===== config.mk =====
export PLATFORM = sky130hd
export DESIGN_NAME = stream_demux1x4_flat
export DESIGN_NICKNAME = d
export VERILOG_FILES = /design/src/rtl/stream_demux1x4_pkg.sv /design/src/rtl/stream_demux1x4_if.sv /design/src/rtl/stream_demux1x4_chan_buf.sv /design/src/rtl/stream_demux1x4.sv /design/src/flat_wrapper.sv
export SDC_FILE = /design/constraint.sdc
export NUM_CORES = 1
export LEC_CHECK = 0
export ABC_AREA = 1
export CORE_ASPECT_RATIO = 1.25
export CORE_MARGIN = 2
export CORE_UTILIZATION = 45
export DETAILED_ROUTE_END_ITERATION = 8
export PLACE_DENSITY_LB_ADDON = 0.25
export SYNTH_ARGS = -nofsm -noshare
export SYNTH_HDL_FRONTEND = slang
export SYNTH_SLANG_ARGS = --single-unit

===== constraint.sdc =====
create_clock -name clk -period 2.8 [get_ports clk]
set_input_delay 0.42 -clock clk [delete_from_list [all_inputs] [get_ports clk]]
set_output_delay 0.42 -clock clk [all_outputs]
set_load 0.02 [all_outputs]

===== src/rtl/stream_demux1x4_pkg.sv =====
`default_nettype none
// ============================================================================
// Package  : demux_pkg
// Brief    : Shared constants, types and helpers for the 1-to-4 stream demux.
// Revision : 1.0  initial release
// ============================================================================
package demux_pkg;

    localparam int NCH       = 4;
    localparam int SEL_W     = 2;
    localparam int DW_DEF    = 8;
    localparam int DEPTH_DEF = 2;
    localparam int CNT_W     = 16;

    typedef logic [SEL_W-1:0] chan_sel_t;

    // Round-robin successor; the 2-bit width gives the 3->0 wrap for free.
    function automatic chan_sel_t next_chan(input chan_sel_t cur);
        return cur + chan_sel_t'(1);
    endfunction

endpackage : demux_pkg
`default_nettype wire


===== src/rtl/stream_demux1x4_if.sv =====
`default_nettype none
// ============================================================================
// Interface : stream_demux1x4_if
// Brief     : Upstream input handshake plus the four downstream channels.
// Revision  : 1.0  initial release
// ============================================================================
interface stream_demux1x4_if
    import demux_pkg::*;
#(
    parameter int DW = DW_DEF
) ();

    logic                 in_valid;
    logic                 in_ready;
    logic [DW-1:0]        in_data;
    logic [SEL_W-1:0]     in_sel;
    logic [NCH-1:0]       out_valid;
    logic [NCH-1:0]       out_ready;
    logic [NCH*DW-1:0]    out_data;

    // Environment side: drives the input word and the downstream readies.
    modport master (
        output in_valid, in_data, in_sel, out_ready,
        input  in_ready, out_valid, out_data
    );

    // Demux side.
    modport slave (
        input  in_valid, in_data, in_sel, out_ready,
        output in_ready, out_valid, out_data
    );

endinterface : stream_demux1x4_if
`default_nettype wire


===== src/rtl/stream_demux1x4_chan_buf.sv =====
`default_nettype none
// ============================================================================
// Module   : demux_chan_buf
// Brief    : DEPTH-entry FIFO for one output channel; head reads 0 when empty.
// Revision : 1.0  initial release
// ============================================================================
module demux_chan_buf
    import demux_pkg::*;
#(
    parameter int DW    = DW_DEF,
    parameter int DEPTH = DEPTH_DEF
) (
    input  wire logic          clk,
    input  wire logic          rst_n,
    input  wire logic          push,
    input  wire logic [DW-1:0] wdata,
    input  wire logic          pop,
    output logic               full,
    output logic               empty,
    output logic [DW-1:0]      head
);

    localparam int AW = (DEPTH > 1) ? $clog2(DEPTH) : 1;
    localparam int CW = $clog2(DEPTH + 1);

    logic [DW-1:0] mem_q [DEPTH];
    logic [DW-1:0] mem_d [DEPTH];
    logic [AW-1:0] wr_ptr_q, wr_ptr_d;
    logic [AW-1:0] rd_ptr_q, rd_ptr_d;
    logic [CW-1:0] count_q, count_d;
    logic          do_push;
    logic          do_pop;

    assign full    = (count_q == CW'(DEPTH));
    assign empty   = (count_q == '0);
    assign do_push = push && !full;
    assign do_pop  = pop && !empty;
    // Head reads from registered state only, so a fresh word shows next cycle.
    assign head    = empty ? '0 : mem_q[rd_ptr_q];

    always_comb begin
        mem_d    = mem_q;
        wr_ptr_d = wr_ptr_q;
        rd_ptr_d = rd_ptr_q;
        count_d  = count_q;
        if (do_push) begin
            mem_d[wr_ptr_q] = wdata;
            wr_ptr_d        = wr_ptr_q + AW'(1);
        end
        if (do_pop) begin
            rd_ptr_d = rd_ptr_q + AW'(1);
        end
        unique case ({do_push, do_pop})
            2'b10:   count_d = count_q + CW'(1);
            2'b01:   count_d = count_q - CW'(1);
            default: count_d = count_q;
        endcase
    end

    always_ff @(posedge clk or negedge rst_n) begin
        if (!rst_n) begin
            for (int i = 0; i < DEPTH; i++) begin
                mem_q[i] <= '0;
            end
            wr_ptr_q <= '0;
            rd_ptr_q <= '0;
            count_q  <= '0;
        end else begin
            mem_q    <= mem_d;
            wr_ptr_q <= wr_ptr_d;
            rd_ptr_q <= rd_ptr_d;
            count_q  <= count_d;
        end
    end

endmodule : demux_chan_buf
`default_nettype wire


===== src/rtl/stream_demux1x4.sv =====
`default_nettype none
// ============================================================================
// Module   : stream_demux1x4
// Brief    : 1-to-4 stream demultiplexer, select- or round-robin-directed.
// Revision : 1.0  initial release
// ============================================================================
module stream_demux1x4
    import demux_pkg::*;
#(
    parameter int DW    = DW_DEF,
    parameter int DEPTH = DEPTH_DEF
) (
    input  wire logic          clk,
    input  wire logic          rst_n,
    input  wire logic          rr_mode,
    stream_demux1x4_if.slave   s,
    output logic               busy,
    output logic [CNT_W-1:0]   acc_cnt
);

    chan_sel_t          rr_ptr_q, rr_ptr_d;
    logic [CNT_W-1:0]   acc_cnt_q, acc_cnt_d;
    chan_sel_t          target;
    logic               in_ready_int;
    logic               accept;
    logic [NCH-1:0]     push;
    logic [NCH-1:0]     pop;
    logic [NCH-1:0]     full;
    logic [NCH-1:0]     empty;
    logic [DW-1:0]      head [NCH];
    logic [NCH*DW-1:0]  out_data_int;

    // Readiness depends only on stored occupancy, never on out_ready.
    always_comb begin
        target       = rr_mode ? rr_ptr_q : s.in_sel;
        in_ready_int = rst_n && !full[target];
        accept       = s.in_valid && in_ready_int;
        for (int k = 0; k < NCH; k++) begin
            push[k] = accept && (target == chan_sel_t'(k));
            pop[k]  = !empty[k] && s.out_ready[k];
        end
    end

    always_comb begin
        rr_ptr_d  = rr_ptr_q;
        acc_cnt_d = acc_cnt_q;
        if (accept) begin
            acc_cnt_d = acc_cnt_q + CNT_W'(1);
            if (rr_mode) begin
                rr_ptr_d = next_chan(rr_ptr_q);
            end
        end
    end

    always_ff @(posedge clk or negedge rst_n) begin
        if (!rst_n) begin
            rr_ptr_q  <= '0;
            acc_cnt_q <= '0;
        end else begin
            rr_ptr_q  <= rr_ptr_d;
            acc_cnt_q <= acc_cnt_d;
        end
    end

    for (genvar k = 0; k < NCH; k++) begin : g_chan
        demux_chan_buf #(
            .DW    (DW),
            .DEPTH (DEPTH)
        ) u_buf (
            .clk   (clk),
            .rst_n (rst_n),
            .push  (push[k]),
            .wdata (s.in_data),
            .pop   (pop[k]),
            .full  (full[k]),
            .empty (empty[k]),
            .head  (head[k])
        );
    end

    always_comb begin
        out_data_int = '0;
        for (int k = 0; k < NCH; k++) begin
            out_data_int[k*DW +: DW] = head[k];
        end
    end

    assign s.in_ready  = in_ready_int;
    assign s.out_valid = ~empty;
    assign s.out_data  = out_data_int;
    assign busy        = |(~empty);
    assign acc_cnt     = acc_cnt_q;

endmodule : stream_demux1x4
`default_nettype wire

===== src/flat_wrapper.sv =====
// flat-port wrapper written by rule: the top's interface ports become plain ports
module stream_demux1x4_flat import demux_pkg::*;
#(
    parameter int DW    = DW_DEF,
    parameter int DEPTH = DEPTH_DEF
)
  (clk, rst_n, rr_mode, busy, acc_cnt, s_in_valid, s_in_data, s_in_sel, s_out_ready, s_in_ready, s_out_valid, s_out_data);
  stream_demux1x4_if #(.DW(DW)) s_i ();
  input  wire logic clk;
  input  wire logic rst_n;
  input  wire logic rr_mode;
  output logic busy;
  output logic [CNT_W-1:0] acc_cnt;
  input wire logic [$bits(s_i.in_valid)-1:0] s_in_valid;
  input wire logic [$bits(s_i.in_data)-1:0] s_in_data;
  input wire logic [$bits(s_i.in_sel)-1:0] s_in_sel;
  input wire logic [$bits(s_i.out_ready)-1:0] s_out_ready;
  output wire logic [$bits(s_i.in_ready)-1:0] s_in_ready;
  output wire logic [$bits(s_i.out_valid)-1:0] s_out_valid;
  output wire logic [$bits(s_i.out_data)-1:0] s_out_data;
  assign s_i.in_valid = s_in_valid;
  assign s_i.in_data = s_in_data;
  assign s_i.in_sel = s_in_sel;
  assign s_i.out_ready = s_out_ready;
  assign s_in_ready = s_i.in_ready;
  assign s_out_valid = s_i.out_valid;
  assign s_out_data = s_i.out_data;
  stream_demux1x4 #(.DW(DW), .DEPTH(DEPTH)) u_core (.clk(clk), .rst_n(rst_n), .rr_mode(rr_mode), .s(s_i), .busy(busy), .acc_cnt(acc_cnt));
endmodule

==> results of run 1 <==
[per-layer routing]
layer	vias to the layer above	GRT usage, %
li1	2213	-
met1	2152	31.5
met2	157	35.4
met3	19	4.21
met4	0	7.45
met5	-	0
[worst paths after layout]
check	from	to	slack [ns]	depth (start not counted)
worst max-delay path	rst_n	s_in_ready	0.19	5
worst min-delay path	u_core.g_chan[2].u_buf.mem_q[12]$_DFFE_PN0P_	u_core.g_chan[2].u_buf.mem_q[12]$_DFFE_PN0P_	0.48	2
worst max register to register	u_core.rr_ptr_q[0]$_DFFE_PN0P_	u_core.g_chan[3].u_buf.count_q[1]$_DFFE_PN0P_	0.73	12
worst min register to register	u_core.g_chan[2].u_buf.mem_q[12]$_DFFE_PN0P_	u_core.g_chan[2].u_buf.mem_q[12]$_DFFE_PN0P_	0.48	2
max in group asynchronous	rst_n	u_core.g_chan[1].u_buf.mem_q[0]$_DFFE_PN0P_	0.85	4
min in group asynchronous	rst_n	u_core.rr_ptr_q[0]$_DFFE_PN0P_	0.55	2
[where the power goes]
group | switching (mW) | total, mW | internal (mW)
Sequential | 0.539 | 2.53 | 1.99
Clock | 0.518 | 1.32 | 0.804
Combinational | 1.79 | 3.07 | 1.29
Total | 2.84 | 6.92 | 4.08
[critical path, delay by kind of cell]
kind | cells | cell delay (ns)
and+or+nand+nor | 2 | 0.29
buffers and inverters | 3 | 1.47
[area by class of cell]
type / count / area (sq um) / share of cell area, %
clock inverter: 5 / 77.6 / 1.25
timing repair buffer: 87 / 833 / 13.4
clock buffer: 11 / 243 / 3.91
inverter: 38 / 143 / 2.30
sequential: 98 / 2450 / 39.5
multi-input combinational: 461 / 2280 / 36.8
tap: 135 / 169 / 2.72
[registers in the layout (all words and copies together) (netlist names)]
signal	cells
u_core.acc_cnt	16
u_core.g_chan.u_buf.count_q	8
u_core.g_chan.u_buf.mem_q	64
u_core.g_chan.u_buf.rd_ptr_q	4
u_core.g_chan.u_buf.wr_ptr_q	4
u_core.rr_ptr_q	2
[cell usage after synthesis]
library cell	n	area (sq um)
sky130_fd_sc_hd__nand2_1	251	942
sky130_fd_sc_hd__dfrtp_1	98	2450
sky130_fd_sc_hd__nand4_1	70	438
sky130_fd_sc_hd__a21oi_1	36	180
sky130_fd_sc_hd__inv_1	31	116
sky130_fd_sc_hd__clkbuf_1	22	82.6
sky130_fd_sc_hd__nor2_1	20	75.1
sky130_fd_sc_hd__o21ai_0	16	80.1
sky130_fd_sc_hd__xor2_1	14	123
sky130_fd_sc_hd__nand3_1	12	60.1
sky130_fd_sc_hd__buf_2	9	45.0
sky130_fd_sc_hd__nand4_2	8	100
sky130_fd_sc_hd__xnor2_1	8	70.1
sky130_fd_sc_hd__nor3_1	7	35.0
sky130_fd_sc_hd__buf_6	5	56.3
sky130_fd_sc_hd__ha_1	5	62.6
sky130_fd_sc_hd__clkinv_1	4	15.0
sky130_fd_sc_hd__o21ai_1	4	20.0
sky130_fd_sc_hd__inv_2	3	11.3
sky130_fd_sc_hd__nand2_2	2	12.5
sky130_fd_sc_hd__nand2_4	2	22.5
sky130_fd_sc_hd__nand3b_1	2	15.0
sky130_fd_sc_hd__a31oi_1	1	6.26
sky130_fd_sc_hd__buf_1	1	3.75
sky130_fd_sc_hd__nand3_2	1	10.0
sky130_fd_sc_hd__nor2_2	1	6.26
sky130_fd_sc_hd__nor2_8	1	20.0
[repair_timing]
| item | in CTS | in global routing |
|---|---|---|
| resized for setup | 0 | 1 |
| hold buffers | 1 | 0 |
| endpoints found under the hold margin | 16 | 0 |
| endpoints found under the setup margin | 0 | 1 |
[cells by family after synthesis]
kind of cell,after synthesis
buffers and inverters,75
and+or+nand+nor,377
AOI/OAI and AO/OA,57
adders and majority gates,5
DFF,98
xor gates and xnor gates,22
==> results_dict.tcl, run 1 <==
set metrics [dict create \
    result_of_the_run "complete, no violations" \
    clk_transition_reported_paths_ns 0.07 \
    critPathMaxStageDelay_ns 0.62 \
    placedCellCount 818 \
    synth_net_count 657 \
    fp.dieH_microns 123 \
    portBuffers 71 \
    via_count 4541 \
    cp_max_fo 19 \
    post_cts_setup_driven_buffer_insertion_count 0 \
    tightest_slew_ns 0.676 \
    crit_type "primary input to output port" \
    post-place-ws_ns 0.0630 \
    total_power_mw 6.92 \
    setup_viol 0 \
    worst_slew_margin_pct 55.0 \
    clock_network_latency_to_the_later_pin_of_the_worst_skew_pair_ns 0.35 \
    area.growth.synth_to_final_pct 22.5 \
    drtAntennaViolNets 0 \
    grt_antenna_before_repair 0 \
    die_width_microns 98.9 \
    power-per-cell-area_mw_per_mm2 1120 \
    maxCapViolations 0 \
    final.period_utilization_pct 93.2 \
    initial_utilization_pct 45.9 \
    final-max-slew-violation-count 0 \
    cp_max_stage_cell "sky130_fd_sc_hd__clkdlybuf4s50_1" \
    design.die.area_sq_mm 0.0121 \
    instance_area_after_placement_sq_mm 0.00587 \
    ys_ff_latch 98 \
    root_buffer_selected_by_cts "sky130_fd_sc_hd__clkbuf_16" \
    arrival_ns 2.19 \
    hold_viol_final 0 \
    grt_start_max_net_pins 55 \
    power.static_leakage_nw 2.97 \
    top_layer_used "met4" \
    cts-buffers-inserted 9 \
    drt_iter0_markers 424 \
    wl_per_cell_microns 15.6 \
    tritoncts "done" \
    final_design_area_no_fill_sq_mm 0.00620 \
    fraction_of_synthesized_cell_area_in_xor_and_xnor_cells_pct 3.81 \
    synth_cells 634 \
    timing.fmax_mhz 383 \
    fin_ws_ns 0.190 \
    hold_path.class "flop to flop" \
    first_global_vias 4426 \
    power.ir.vdd_worst_v 0.000516 \
    cts_htree_levels 3 \
    wire_length_of_the_first_global_routing_pass_microns 21700 \
    worstPathCellList "dlygate4sd3_1 > buf_4 > nand3_2 > nor2_8 > clkdlybuf4s50_1" \
    antenna_cells_inserted 0 \
    synth-seq-area-share_pct 48.5 \
    synth_simple_gate_area_share_pct 34.3 \
    muxShareOfSynthArea_pct 0 \
    fraction_of_the_mapped_netlist_area_in_adder_cells_pct 1.24 \
    ctsLongestPathBuffers 2 \
    fraction_of_layout_instances_using_a_drive_strength_above_1_pct 7.00 \
    layout_commonest_cell "sky130_fd_sc_hd__nand2_1" \
    mappedNetlistArea_sq_mm 0.00506 \
    synthesis.yosys.warnings 0 \
    gp_congestion 0.837 \
    pre_repair_dr_iteration_count 5 \
    synth_compound_gate_area_share_pct 5.66 \
    final.fill_count 1018 \
    rows 43 \
    grt_overflow_total 0 \
    final_util_pct 56.2 \
    met3RoutedLength_microns 879 \
    combinational_family_with_the_most_area_after_synthesis "simple AND/OR/NAND/NOR gates" \
    detail_route.wirelength_microns 13000 \
    min_period_ns 2.61 \
    layoutNonFillerInstCount 835 \
    yosysUniqueCellTypes 27 \
    core_sq_mm 0.0110 \
    synth.avg_cell_area_sq_um 7.98 \
    numClockSinks 98 \
    fin_hold_ws_ns 0.481 \
    tot_gr_track_use_pct 22.5 \
    post-route-drc-count 0 \
    mostFrequentLayoutCells "251 x sky130_fd_sc_hd__nand2_1, 98 x sky130_fd_sc_hd__dfrtp_1, 70 x sky130_fd_sc_hd__nand4_1, 69 x sky130_fd_sc_hd__clkdlybuf4s50_1, 36 x sky130_fd_sc_hd__a21oi_1" \
    fin_skew_ns 0.00653 \
    design.portCount 72 \
    nets 718 \
    route.layer.met1.wl_microns 5740 \
    met2WireLength_microns 6110 \
    post_dr_vias_cell 5.44 \
    cp-start-kind "primary input" \
    cp_data_required_time_ns 2.38 \
    worst_setup_path_end_kind "output port" \
    dpl.hpwl_microns 8760 \
    timing.setup.tns_ns 0 \
    grt_setup_unrepaired "false" \
]
Power figures use the tool's default switching activity.
==> inputs of run 2 (changes only) <==
- PLACE_DENSITY_LB_ADDON: 0.25 -> 0.2
==> run 2 against run 1 <==
Against the previous run: critical path type unchanged; global-route usage increased by 0.33 points; combinational power barely moved; clock power fell by 5%; clock skew is 0.00074 ns lower; sequential share of layout area increased by 0.23 points; count of clock-buffer cells in the layout is 1 lower; register-to-register slack lost 0.08 ns; non-clock buffer count is 2 lower; die area did not move; first-iteration DRC count decreased by 17%.
==> results_dict.tcl, run 2 (same netlist as run 1, synthesis figures left out) <==
set metrics [dict create \
    result_of_the_run "complete, no violations" \
    power.ir.vdd_worst_v 0.000461 \
    via_count 4532 \
    root_buffer_selected_by_cts "sky130_fd_sc_hd__clkbuf_16" \
    ctsResizeCount 0 \
    fin_hold_ws_ns 0.164 \
    largest_reg_flops 64 \
    hold_path.class "primary input to async pin" \
    post-route-drc-count 0 \
    wl_per_cell_microns 15.5 \
    cp_max_fo 8 \
    setup_viol 0 \
    clock_network_latency_to_the_later_pin_of_the_worst_skew_pair_ns 0.35 \
    fin_skew_ns 0.00579 \
    post_cts_setup_driven_buffer_insertion_count 0 \
    drtAntennaViolNets 0 \
    cp_data_required_time_ns 2.38 \
    cts_hold_buf 0 \
    pre_repair_dr_iteration_count 5 \
    final.fill_count 1030 \
    layout_commonest_cell "sky130_fd_sc_hd__nand2_1" \
    regToRegSetupSlack_ns 0.65 \
    mostFrequentLayoutCells "251 x sky130_fd_sc_hd__nand2_1, 98 x sky130_fd_sc_hd__dfrtp_1, 70 x sky130_fd_sc_hd__nand4_1, 70 x sky130_fd_sc_hd__clkdlybuf4s50_1, 36 x sky130_fd_sc_hd__a21oi_1" \
    r2r_start "u_core.rr_ptr_q[0]$_DFFE_PN0P_" \
    grt_antenna_before_repair 0 \
    fp.dieH_microns 123 \
    final-seq-area_sq_mm 0.00245 \
    post_dr_vias_cell 5.44 \
    grt_start_max_net_pins 63 \
    power.static_leakage_nw 2.95 \
    ctsLongestPathBuffers 2 \
    timing.setup.tns_ns 0 \
    ff2ff_path_depth 12 \
    antenna_cells_inserted 0 \
    cts-buffers-inserted 9 \
    initial_utilization_pct 45.9 \
    grt_setup_unrepaired "false" \
    gp_congestion 0.833 \
    portBuffers 71 \
    clk_transition_reported_paths_ns 0.07 \
    power-per-cell-area_mw_per_mm2 1110 \
    core_sq_mm 0.0110 \
    maxCapViolations 0 \
    nets 716 \
    timing.fmax_mhz 375 \
    tot_gr_track_use_pct 22.8 \
    final_util_pct 55.9 \
    numClockSinks 98 \
    fraction_of_layout_instances_using_a_drive_strength_above_1_pct 7.02 \
    crit_type "primary input to output port" \
    tritoncts "done" \
    instance_area_after_placement_sq_mm 0.00586 \
    largest_register "u_core.g_chan.u_buf.mem_q" \
    design.die.area_sq_mm 0.0121 \
    worst_slew_margin_pct 48.3 \
    detail_route.wirelength_microns 12900 \
    drt_iter0_markers 353 \
    worst_r2r_dst "u_core.g_chan[2].u_buf.count_q[1]$_DFFE_PN0P_" \
    worst_setup_path_end_kind "output port" \
    cts_htree_levels 3 \
    cp-start-kind "primary input" \
    die_width_microns 98.9 \
    final-max-slew-violation-count 0 \
    dpl.hpwl_microns 8870 \
    design.portCount 72 \
    arrival_ns 2.25 \
    final_design_area_no_fill_sq_mm 0.00616 \
    grt_overflow_total 0 \
    first_global_vias 4377 \
    tightest_slew_ns 0.776 \
    hold_viol_final 0 \
    min_period_ns 2.67 \
    rows 43 \
    wire_length_of_the_first_global_routing_pass_microns 21900 \
    final.period_utilization_pct 95.4 \
    area_of_the_multi_input_gates_sq_mm 0.00228 \
    area.growth.synth_to_final_pct 21.8 \
]
[run 2: per-layer routing]
metal  up-vias  track usage [%]  wire length (microns)
li1       2213                -                      -
met4         0             10.4                    369
met3        20             3.82                    706
met5         -                0                      0
met2       139             36.1                   6190
met1      2160             30.8                   5680
[run 2: layout make-up]
type                            instances  area share [%]
Tap cell                              135            2.74
Sequential cell                        98            39.8
Clock inverter                          6            1.06
Timing Repair Buffer                   85            13.2
Inverter                               38            2.31
Clock buffer                           10            3.88
Multi-Input combinational cell        461            37.0
[run 2: worst max-delay path by stage]
stage,startpoint,end,slack [ns],cells past startpoint
2_1_floorplan,rr_mode,u_core.g_chan[0].u_buf.count_q[1]$_DFFE_PN0P_,0.82,14
4_1_cts,rr_mode,s_in_ready,0.13,8
3_5_place_dp,rr_mode,u_core.g_chan[1].u_buf.count_q[1]$_DFFE_PN0P_,0.004,14
5_1_grt,rr_mode,s_in_ready,0.02,8
3_3_place_gp,rr_mode,u_core.g_chan[1].u_buf.count_q[1]$_DFFE_PN0P_,0.15,14
6_report,rr_mode,s_in_ready,0.13,8
[run 2: stage by stage]
step,power [mW],std cells,worst slack [ns]
after floorplan,4.36,634,0.816
after global placement,5.53,817,0.149
after detailed placement,5.60,817,0.00361
after CTS,6.89,833,0.130
after global routing,7.34,833,0.0167
final,6.84,833,0.130
[run 2: where the power goes]
part           switching (mW)  total (mW)  internal (mW)
registers               0.536        2.53           1.99
logic                    1.78        3.06           1.28
clock network           0.541        1.26          0.718
total                    2.86        6.84           3.98
[run 2: worst max-delay path, cell delays in order]
cell	delay (ns)
sky130_fd_sc_hd__clkdlybuf4s50_1	0.59
sky130_fd_sc_hd__nand2_2	0.13
sky130_fd_sc_hd__nand2_4	0.12
sky130_fd_sc_hd__nor2_1	0.07
sky130_fd_sc_hd__nand2_1	0.06
sky130_fd_sc_hd__nand2_1	0.12
sky130_fd_sc_hd__nor2_8	0.14
sky130_fd_sc_hd__clkdlybuf4s50_1	0.60
